==> src/rtl/match_collector_if.sv <==
`default_nettype none
// ============================================================================
// match_collector_if : lane-array input and result bus of match_collector
// Rev 1.0 - initial release
// ============================================================================
interface match_collector_if #(
    parameter int LANES = 32,
    parameter int POS_W = 9,
    parameter int ITE_W = 3
);
    logic                         i_start;
    logic [ITE_W-1:0]             i_ite;
    logic [LANES-1:0]             i_valid;
    logic [LANES-1:0][POS_W-1:0]  i_pos;

    logic                         o_busy;
    logic                         o_done;
    logic [8:0]                   o_count;
    logic [16:0]                  o_sum;
    logic [POS_W-1:0]             o_min;
    logic [POS_W-1:0]             o_max;
    logic [POS_W-1:0]             o_mean;
    logic                         o_empty;

    modport master (
        output i_start, i_ite, i_valid, i_pos,
        input  o_busy, o_done, o_count, o_sum, o_min, o_max, o_mean, o_empty
    );

    modport slave (
        input  i_start, i_ite, i_valid, i_pos,
        output o_busy, o_done, o_count, o_sum, o_min, o_max, o_mean, o_empty
    );
endinterface
`default_nettype wire

==> src/rtl/match_collector.sv <==
`default_nettype none
// ============================================================================
// match_collector : scans match lanes one per cycle, accumulates count/sum/
//                   min/max across passes and computes floor(sum/count).
// Rev 1.0 - initial release
// ============================================================================
module match_collector #(
    parameter int LANES = 32,
    parameter int POS_W = 9,
    parameter int ITE_W = 3
) (
    input  wire logic        i_clk,
    input  wire logic        i_rst,
    match_collector_if.slave bus
);

    localparam int c_IDX_W  = (LANES > 1) ? $clog2(LANES) : 1;
    localparam int c_CNT_W  = 9;
    localparam int c_SUM_W  = 17;
    localparam int c_STEP_W = 5;
    localparam logic [c_IDX_W-1:0]  c_LAST_LANE = c_IDX_W'(LANES - 1);
    localparam logic [c_STEP_W-1:0] c_LAST_STEP = c_STEP_W'(c_SUM_W - 1);

    typedef enum logic [1:0] {
        S_IDLE = 2'd0,
        S_SCAN = 2'd1,
        S_DIV  = 2'd2,
        S_DONE = 2'd3
    } state_t;

    state_t r_state;
    state_t w_next;

    logic [LANES-1:0]            r_valid;
    logic [LANES-1:0][POS_W-1:0] r_pos;
    logic [c_IDX_W-1:0]          r_idx;

    logic [c_CNT_W-1:0]          r_count;
    logic [c_SUM_W-1:0]          r_sum;
    logic [POS_W-1:0]            r_min;
    logic [POS_W-1:0]            r_max;

    logic [c_STEP_W-1:0]         r_step;
    logic [c_CNT_W-1:0]          r_rem;
    logic [POS_W-1:0]            r_quo;

    logic                        r_done;
    logic [c_CNT_W-1:0]          r_res_count;
    logic [c_SUM_W-1:0]          r_res_sum;
    logic [POS_W-1:0]            r_res_min;
    logic [POS_W-1:0]            r_res_max;
    logic [POS_W-1:0]            r_res_mean;
    logic                        r_res_empty;

    logic                        w_cur_valid;
    logic [POS_W-1:0]            w_cur_pos;
    logic                        w_div_bit;
    logic [c_CNT_W:0]            w_rem_sh;
    logic                        w_ge;
    logic [c_CNT_W-1:0]          w_diff;

    assign w_cur_valid = r_valid[r_idx];
    assign w_cur_pos   = r_pos[r_idx];

    // Dividend bits are taken MSB first straight from the settled sum.
    assign w_div_bit = r_sum[c_LAST_STEP - r_step];
    assign w_rem_sh  = {r_rem, w_div_bit};
    assign w_ge      = (w_rem_sh >= {1'b0, r_count});
    assign w_diff    = w_rem_sh[c_CNT_W-1:0] - r_count;

    always_ff @(posedge i_clk or posedge i_rst) begin
        if (i_rst) begin
            r_state <= S_IDLE;
        end else begin
            r_state <= w_next;
        end
    end

    always_comb begin
        w_next = r_state;
        case (r_state)
            S_IDLE: if (bus.i_start)               w_next = S_SCAN;
            S_SCAN: if (r_idx == c_LAST_LANE)      w_next = S_DIV;
            S_DIV:  if (r_step == c_LAST_STEP)     w_next = S_DONE;
            S_DONE:                                w_next = S_IDLE;
            default:                               w_next = S_IDLE;
        endcase
    end

    always_ff @(posedge i_clk or posedge i_rst) begin
        if (i_rst) begin
            r_valid     <= '0;
            r_pos       <= '0;
            r_idx       <= '0;
            r_count     <= '0;
            r_sum       <= '0;
            r_min       <= '1;
            r_max       <= '0;
            r_step      <= '0;
            r_rem       <= '0;
            r_quo       <= '0;
            r_done      <= 1'b0;
            r_res_count <= '0;
            r_res_sum   <= '0;
            r_res_min   <= '0;
            r_res_max   <= '0;
            r_res_mean  <= '0;
            r_res_empty <= 1'b1;
        end else begin
            r_done <= 1'b0;
            case (r_state)
                S_IDLE: begin
                    if (bus.i_start) begin
                        r_valid <= bus.i_valid;
                        r_pos   <= bus.i_pos;
                        r_idx   <= '0;
                        if (bus.i_ite == ITE_W'(0)) begin
                            r_count <= '0;
                            r_sum   <= '0;
                            r_min   <= '1;
                            r_max   <= '0;
                        end
                    end
                end
                S_SCAN: begin
                    if (w_cur_valid) begin
                        r_count <= r_count + c_CNT_W'(1);
                        r_sum   <= r_sum + c_SUM_W'(w_cur_pos);
                        if (w_cur_pos < r_min) r_min <= w_cur_pos;
                        if (w_cur_pos > r_max) r_max <= w_cur_pos;
                    end
                    r_idx  <= r_idx + c_IDX_W'(1);
                    r_step <= '0;
                    r_rem  <= '0;
                    r_quo  <= '0;
                end
                S_DIV: begin
                    r_rem  <= w_ge ? w_diff : w_rem_sh[c_CNT_W-1:0];
                    r_quo  <= {r_quo[POS_W-2:0], w_ge};
                    r_step <= r_step + c_STEP_W'(1);
                end
                S_DONE: begin
                    r_done      <= 1'b1;
                    r_res_count <= r_count;
                    r_res_sum   <= r_sum;
                    // An empty frame reports zeros rather than the min/max sentinels.
                    if (r_count == '0) begin
                        r_res_min   <= '0;
                        r_res_max   <= '0;
                        r_res_mean  <= '0;
                        r_res_empty <= 1'b1;
                    end else begin
                        r_res_min   <= r_min;
                        r_res_max   <= r_max;
                        r_res_mean  <= r_quo;
                        r_res_empty <= 1'b0;
                    end
                end
                default: ;
            endcase
        end
    end

    assign bus.o_busy  = (r_state != S_IDLE);
    assign bus.o_done  = r_done;
    assign bus.o_count = r_res_count;
    assign bus.o_sum   = r_res_sum;
    assign bus.o_min   = r_res_min;
    assign bus.o_max   = r_res_max;
    assign bus.o_mean  = r_res_mean;
    assign bus.o_empty = r_res_empty;

endmodule
`default_nettype wire

==> src/flat_wrapper.sv <==
// flat-port wrapper written by rule: the top's interface ports become plain ports
module match_collector_flat 
#(
    parameter int LANES = 32,
    parameter int POS_W = 9,
    parameter int ITE_W = 3
)
  (i_clk, i_rst, bus_i_start, bus_i_ite, bus_i_valid, bus_i_pos, bus_o_busy, bus_o_done, bus_o_count, bus_o_sum, bus_o_min, bus_o_max, bus_o_mean, bus_o_empty);
  match_collector_if #(.LANES(LANES), .POS_W(POS_W), .ITE_W(ITE_W)) bus_i ();
  input  wire logic i_clk;
  input  wire logic i_rst;
  input wire logic [$bits(bus_i.i_start)-1:0] bus_i_start;
  input wire logic [$bits(bus_i.i_ite)-1:0] bus_i_ite;
  input wire logic [$bits(bus_i.i_valid)-1:0] bus_i_valid;
  input wire logic [$bits(bus_i.i_pos)-1:0] bus_i_pos;
  output wire logic [$bits(bus_i.o_busy)-1:0] bus_o_busy;
  output wire logic [$bits(bus_i.o_done)-1:0] bus_o_done;
  output wire logic [$bits(bus_i.o_count)-1:0] bus_o_count;
  output wire logic [$bits(bus_i.o_sum)-1:0] bus_o_sum;
  output wire logic [$bits(bus_i.o_min)-1:0] bus_o_min;
  output wire logic [$bits(bus_i.o_max)-1:0] bus_o_max;
  output wire logic [$bits(bus_i.o_mean)-1:0] bus_o_mean;
  output wire logic [$bits(bus_i.o_empty)-1:0] bus_o_empty;
  assign bus_i.i_start = bus_i_start;
  assign bus_i.i_ite = bus_i_ite;
  assign bus_i.i_valid = bus_i_valid;
  assign bus_i.i_pos = bus_i_pos;
  assign bus_o_busy = bus_i.o_busy;
  assign bus_o_done = bus_i.o_done;
  assign bus_o_count = bus_i.o_count;
  assign bus_o_sum = bus_i.o_sum;
  assign bus_o_min = bus_i.o_min;
  assign bus_o_max = bus_i.o_max;
  assign bus_o_mean = bus_i.o_mean;
  assign bus_o_empty = bus_i.o_empty;
  match_collector #(.LANES(LANES), .POS_W(POS_W), .ITE_W(ITE_W)) u_core (.i_clk(i_clk), .i_rst(i_rst), .bus(bus_i));
endmodule
==> config.mk <==
export PLATFORM = sky130hd
export DESIGN_NAME = match_collector_flat
export DESIGN_NICKNAME = d
export VERILOG_FILES = /design/src/rtl/match_collector_if.sv /design/src/rtl/match_collector.sv /design/src/flat_wrapper.sv
export SDC_FILE = /design/constraint.sdc
export NUM_CORES = 1
export LEC_CHECK = 0
export BUFFER_PORTS_ARGS = -buffer_cell sky130_fd_sc_hd__buf_2
export CAP_MARGIN = 20
export CELL_PAD_IN_SITES_DETAIL_PLACEMENT = 0
export CELL_PAD_IN_SITES_GLOBAL_PLACEMENT = 2
export CORE_UTILIZATION = 39
export DETAILED_ROUTE_END_ITERATION = 6
export PLACE_DENSITY_LB_ADDON = 0.3
export SYNTH_ARGS = -nofsm -noshare
export SYNTH_HDL_FRONTEND = slang
export SYNTH_SLANG_ARGS = --single-unit
==> constraint.sdc <==
create_clock -name i_clk -period 18.75 [get_ports i_clk]
set_clock_uncertainty 0.05 [all_clocks]
set_input_delay 0.9375 -clock i_clk [delete_from_list [all_inputs] [get_ports i_clk]]
set_output_delay 0.9375 -clock i_clk [all_outputs]
set_load 0.05 [all_outputs]
* After elaboration in Yosys (flattened, before gate mapping)
Cells that the tools add are included.
** Operators by class
- Magnitude comparators :: 5
- Reduce and logical (&&, ||, !) cells :: 12
- $add $sub $neg :: 6
- Mux-type cells :: 37
- Equal/unequal tests :: 12
** Operator list (count)
- $mux 9 :: 14
- $pmux 9 s2 :: 5
- $mux 17 :: 3
- $bmux 9 s5 :: 1
- $pmux 17 s2 :: 1
- $pmux 5 s2 :: 2
- $add 17x9->17 :: 1
- $lt 5x6->1 const B :: 2
- $ne 2x1->1 const B :: 6
- $add 5x1->5 const B :: 2
- $bmux 1 s5 :: 2
- $eq 5x5->1 const B :: 2
- $ge 10x9->1 :: 1
- $reduce_and 5->1 :: 2
- $add 9x1->9 const B :: 1
- $gt 9x9->1 :: 1
- $logic_not 9->1 :: 1
- $lt 9x9->1 :: 1
- $sub 9x9->9 :: 1
- $pmux 2 s4 :: 1
- $mux 2 :: 3
- $reduce_bool 2->1 :: 3
- $mux 5 :: 1
- $sub 5x5->5 const A :: 1
- other kinds (9) :: 14
** Word-level totals
- Logic and storage cells :: 121
- Flip-flop bits (word level) :: 449

* Longest topological paths before layout
- Depth in word-level cells :: 6
- Depth in mapped cells :: 19
- Gate-level depth less buffers :: 17

* Worst setup path before layout
Ideal clock, no wire load.
- Path type :: register -> register
- From :: reg u_core.r_idx[1]
- To :: reg u_core.r_sum[14]
- Cell stages (with the launch flop) :: 17
- Required time :: 18568 ps
- Setup time :: 132 ps
- Arrival time :: 4089 ps
- Period minus slack after synthesis :: 4271 ps
- Setup slack :: 14479 ps
- Path through :: dfrtp_1 > buf_4 > buf_6 > buf_2 > clkbuf_1 > mux4_2 > mux4_2 > mux2_2 > ha_1 > nor2b_1 > o21a_1 > o21ai_0 > a21oi_1 > o21ai_0 > nor3_1 > xnor2_1 > nor2_1
** Between the ends
- Word-level cells in the longest chain between the ends :: 5
- Elaborated cells on any way between the ends :: 9
- Classes of those cells :: 1 x add/sub; 1 x eq/ne; 6 x mux; 1 x reduce/logical
** Ends and longest elaborated chain
- start: declaration :: line match_collector.sv:36 : logic [c_IDX_W-1:0] r_idx;
- start signal: assignment :: line match_collector.sv:132 : r_idx <= r_idx + c_IDX_W'(1);
- $bmux 9 s5 :: line match_collector.sv:63 : assign w_cur_pos = r_pos[r_idx];
- $mux 9 (implied by the code) :: line match_collector.sv:63
- $add 17x9->17 :: line match_collector.sv:128 : r_sum <= r_sum + c_SUM_W'(w_cur_pos);
- $mux 17 :: line match_collector.sv:126 : if (w_cur_valid) begin
- $pmux 17 s2 :: line match_collector.sv:111 : case (r_state)
- end signal: assignment :: line match_collector.sv:128
- end: declaration :: line match_collector.sv:39 : logic [c_SUM_W-1:0] r_sum;
Parallel ways exist; a longest one is shown, timed or not. The select of a mux whose other input is x is not followed.
A chain may end at the register's enable or synchronous reset.

* Worst setup path in the final report
- From :: reg u_core.r_idx[0]
- To :: reg u_core.r_sum[14]
Same word-level chain as after synthesis.

==> metrics.txt <==
status finished clean; cell count of the worst hold path 2; Seq pwr share 37.7%; Max FO, Critical Path 46; Core Box Area 53080 um^2; RSZ-0062 raised after global routing no; Leak Pwr between 10 and 15 nW; most frequent cell after synthesis dfrtp_1; boundary pin count 382; power per standard cell area 175.2 nW/um^2; clk root buf clkbuf_16; post-synth top area cell dfrtp_1; total chip power approximately 4.4 mW; top cells by count, synth dfrtp_1 (439), mux2_2 (353), mux4_2 (89); Clk pwr share 21.1%; layout cells sized above 1 around 50%; # Post-CTS Setup Buffers 0; GPL Wtd Cong 0.8103; Yosys top cell area share 51.98%; Synth area leaders dfrtp_1 (52%), mux2_2 (19%), mux4_2 (9.5%); Worst VDD drop 0.0001051 V; clock slew at reported path FFs around 0.06 ns; largest net degree at the start of global routing 183; WL final 56690 um; Syn-to-layout area delta 19.38%; flops & latches, synth 449; first-pass GRT wire length ~90000 um; HP Class register to register; final hold vios 0; GRT Util Overall 21.02%; Slew HR 26.11%; Syn Nets around 1800; CTS Hold Bufs 0; Avg Cell Area, Syn 14.68 um^2; Max-cap violations 0; switching share of total power 34.77%; post-synthesis cell type count 66; initial core utilization 39.82%; Post-Layout Cell Count approximately 2500; Final Cycle Share between 20% and 30%; total gr overflow 0; die area roughly 55000 um^2; r2r worst-path depth 13; Synth warnings 0; Routed Antenna Nets 0; crit path DAT roughly 6 ns; die extent in y around 230 um; asr flop ratio synth 100.0%; vias 13450; CTS Buffer Depth 3; DRC viols 0; Die Span X roughly 230 um; worst r2r src u_core.r_idx[0]; sequential-to-total area share from yosys stat 53.22%; Final min period 5.472 ns; Hold Path Origin u_core.bus.o_empty; Final Instance Area 25230 um^2; Post-Syn Area 21140 um^2; Inst Count DP 2435; Post-synth EDFFs 0; First DRT Iteration DRCs roughly 680; clk_lat worst skew 0.59 ns; fin nets 2174; number of I/O port buffers approximately 380; CP Capture Type register; Mapped Cells 1440; final setup vio count 0; initial antenna violation count 42; Cell Area, Placed 23590 um^2; CTS tree done; vias in the first global route 14372; Fmax achieved roughly 180 MHz; final slew viol count 0; Post-DP HPWL 41040 um; Req. time, crit path around 19 ns; wire per inst 22.28 um; Final Core Density 47.54%; htree depth 2; Crit Path Category register to register; Rows 84; cell internal pwr 2.883 mW; Pre-antenna DRT Iters 5; Crit. Startpoint u_core.r_idx[0]; Worst-Margin Slew 1.108 ns; vias per cell roughly 5.3; CTS buffer count 49; CTS sink cnt 449; Post-Route Setup TNS 0 ns; Post-CTS Resized 0; ys flop type dfrtp_1; CP Launch Type register; combinational power share 41.2%; switching power ~1.5 mW
## state kept, by name (all words and copies together), names as in the netlist, 17 cells and up
signal	flops
u_core.r_pos	288
u_core.r_valid	32
u_core.bus.o_sum	17
u_core.r_sum	17
## final timing paths
| check | to | slack [ns] |
|---|---|---|
| max | u_core.r_sum[14] | 13.28 |
| min | u_core.bus.o_empty | 0.44 |
| max reg2reg | u_core.r_sum[14] | 13.28 |
| min reg2reg | u_core.bus.o_empty | 0.44 |
| max in group asynchronous | u_core.r_pos[192] | 15.97 |
| min in group asynchronous | u_core.r_pos[17] | 0.48 |
## layout by cell type (no fill, tap or decap), types with 7 or more instances in the layout
cell type and n:
o31ai_1 9, nor2b_1 8, o21ai_0 31, nand3_1 17, o2bb2ai_1 13, clkbuf_8 15
nand2_1 54, mux4_1 9, a21oi_1 20, o22ai_1 8, ha_1 46, inv_1 46
buf_4 12, a21o_1 7, nor3_1 13, mux4_2 89, mux2i_1 14, dfrtp_1 435
clkbuf_1 14, dfstp_2 10, mux2_2 353, o22a_1 7, xnor2_1 17, diode_2 23
clkbuf_16 49, nand4_1 8, a22o_1 37, buf_2 381, nor2_1 29
## metrics by stage
step | worst slack (ns) | hold slack [ns]
finish | 13.28 | 0.4410
global route | 12.77 | 0.4588
CTS | 13.09 | 0.4413
detailed placement | 13.13 | 0.4267
global placement | 13.21 | 0.4251
floorplan | 5.265 | 0.4054
## worst max-delay path: stages (launching register included)
cell,delay [ns]
dfrtp_4,0.88
buf_4,0.80
mux4_2,0.59
mux4_2,0.52
mux2_2,0.36
ha_1,0.32
nor2b_1,0.15
o21a_1,0.18
o21ai_0,0.42
a21oi_1,0.19
o21ai_0,0.50
nor3_1,0.13
xnor2_1,0.18
nor2_1,0.06
## power by group through the flow
| stage | Combinational (mW) | Sequential, mW | Clock, mW |
|---|---|---|---|
| global placement | 1.81 | 1.68 | 0 |
| finish | 1.82 | 1.66 | 0.933 |
| global route | 1.99 | 1.72 | 1.00 |
| detailed placement | 1.85 | 1.69 | 0 |
| floorplan | 1.43 | 1.62 | 0 |
| CTS | 1.85 | 1.67 | 0.964 |
## layer usage
layer	up-vias	global-route usage, %	part of all wire, %	wire length (um)
li1	6123	-	-	-
met1	6849	27.17	42	24060
met2	342	33.54	48	27300
met3	106	6.133	6.7	3801
met4	30	7.695	2.4	1360
met5	-	0	0.32	179
## cells by family (layout without fill, tap and decap cells)
logic type | Yosys count | after routing | share of synthesized area (%)
multiplexers | 470 | 470 | 30.48
flip-flops | 449 | 449 | 53.22
AO/OA/AOI/OAI | 160 | 160 | 5.583
AND/OR/NAND/NOR | 156 | 156 | 3.812
buffers and inverters | 135 | 529 | 3.084
adder cells (fa/ha/maj) | 48 | 48 | 2.913
XOR/XNOR | 22 | 22 | 0.9117
other | 0 | 23 | 0
## final cells by class
class	count	area, um^2
timing repair buffer	396	2056
fill	4715	27850
clock inverter	7	63.81
clock buffer	78	1485
inverter	48	187.7
tap	688	860.8
sequential	449	11260
multi-input combinational	856	9261
antenna	23	57.56
Note: power is estimated with default switching activity, not from simulation.
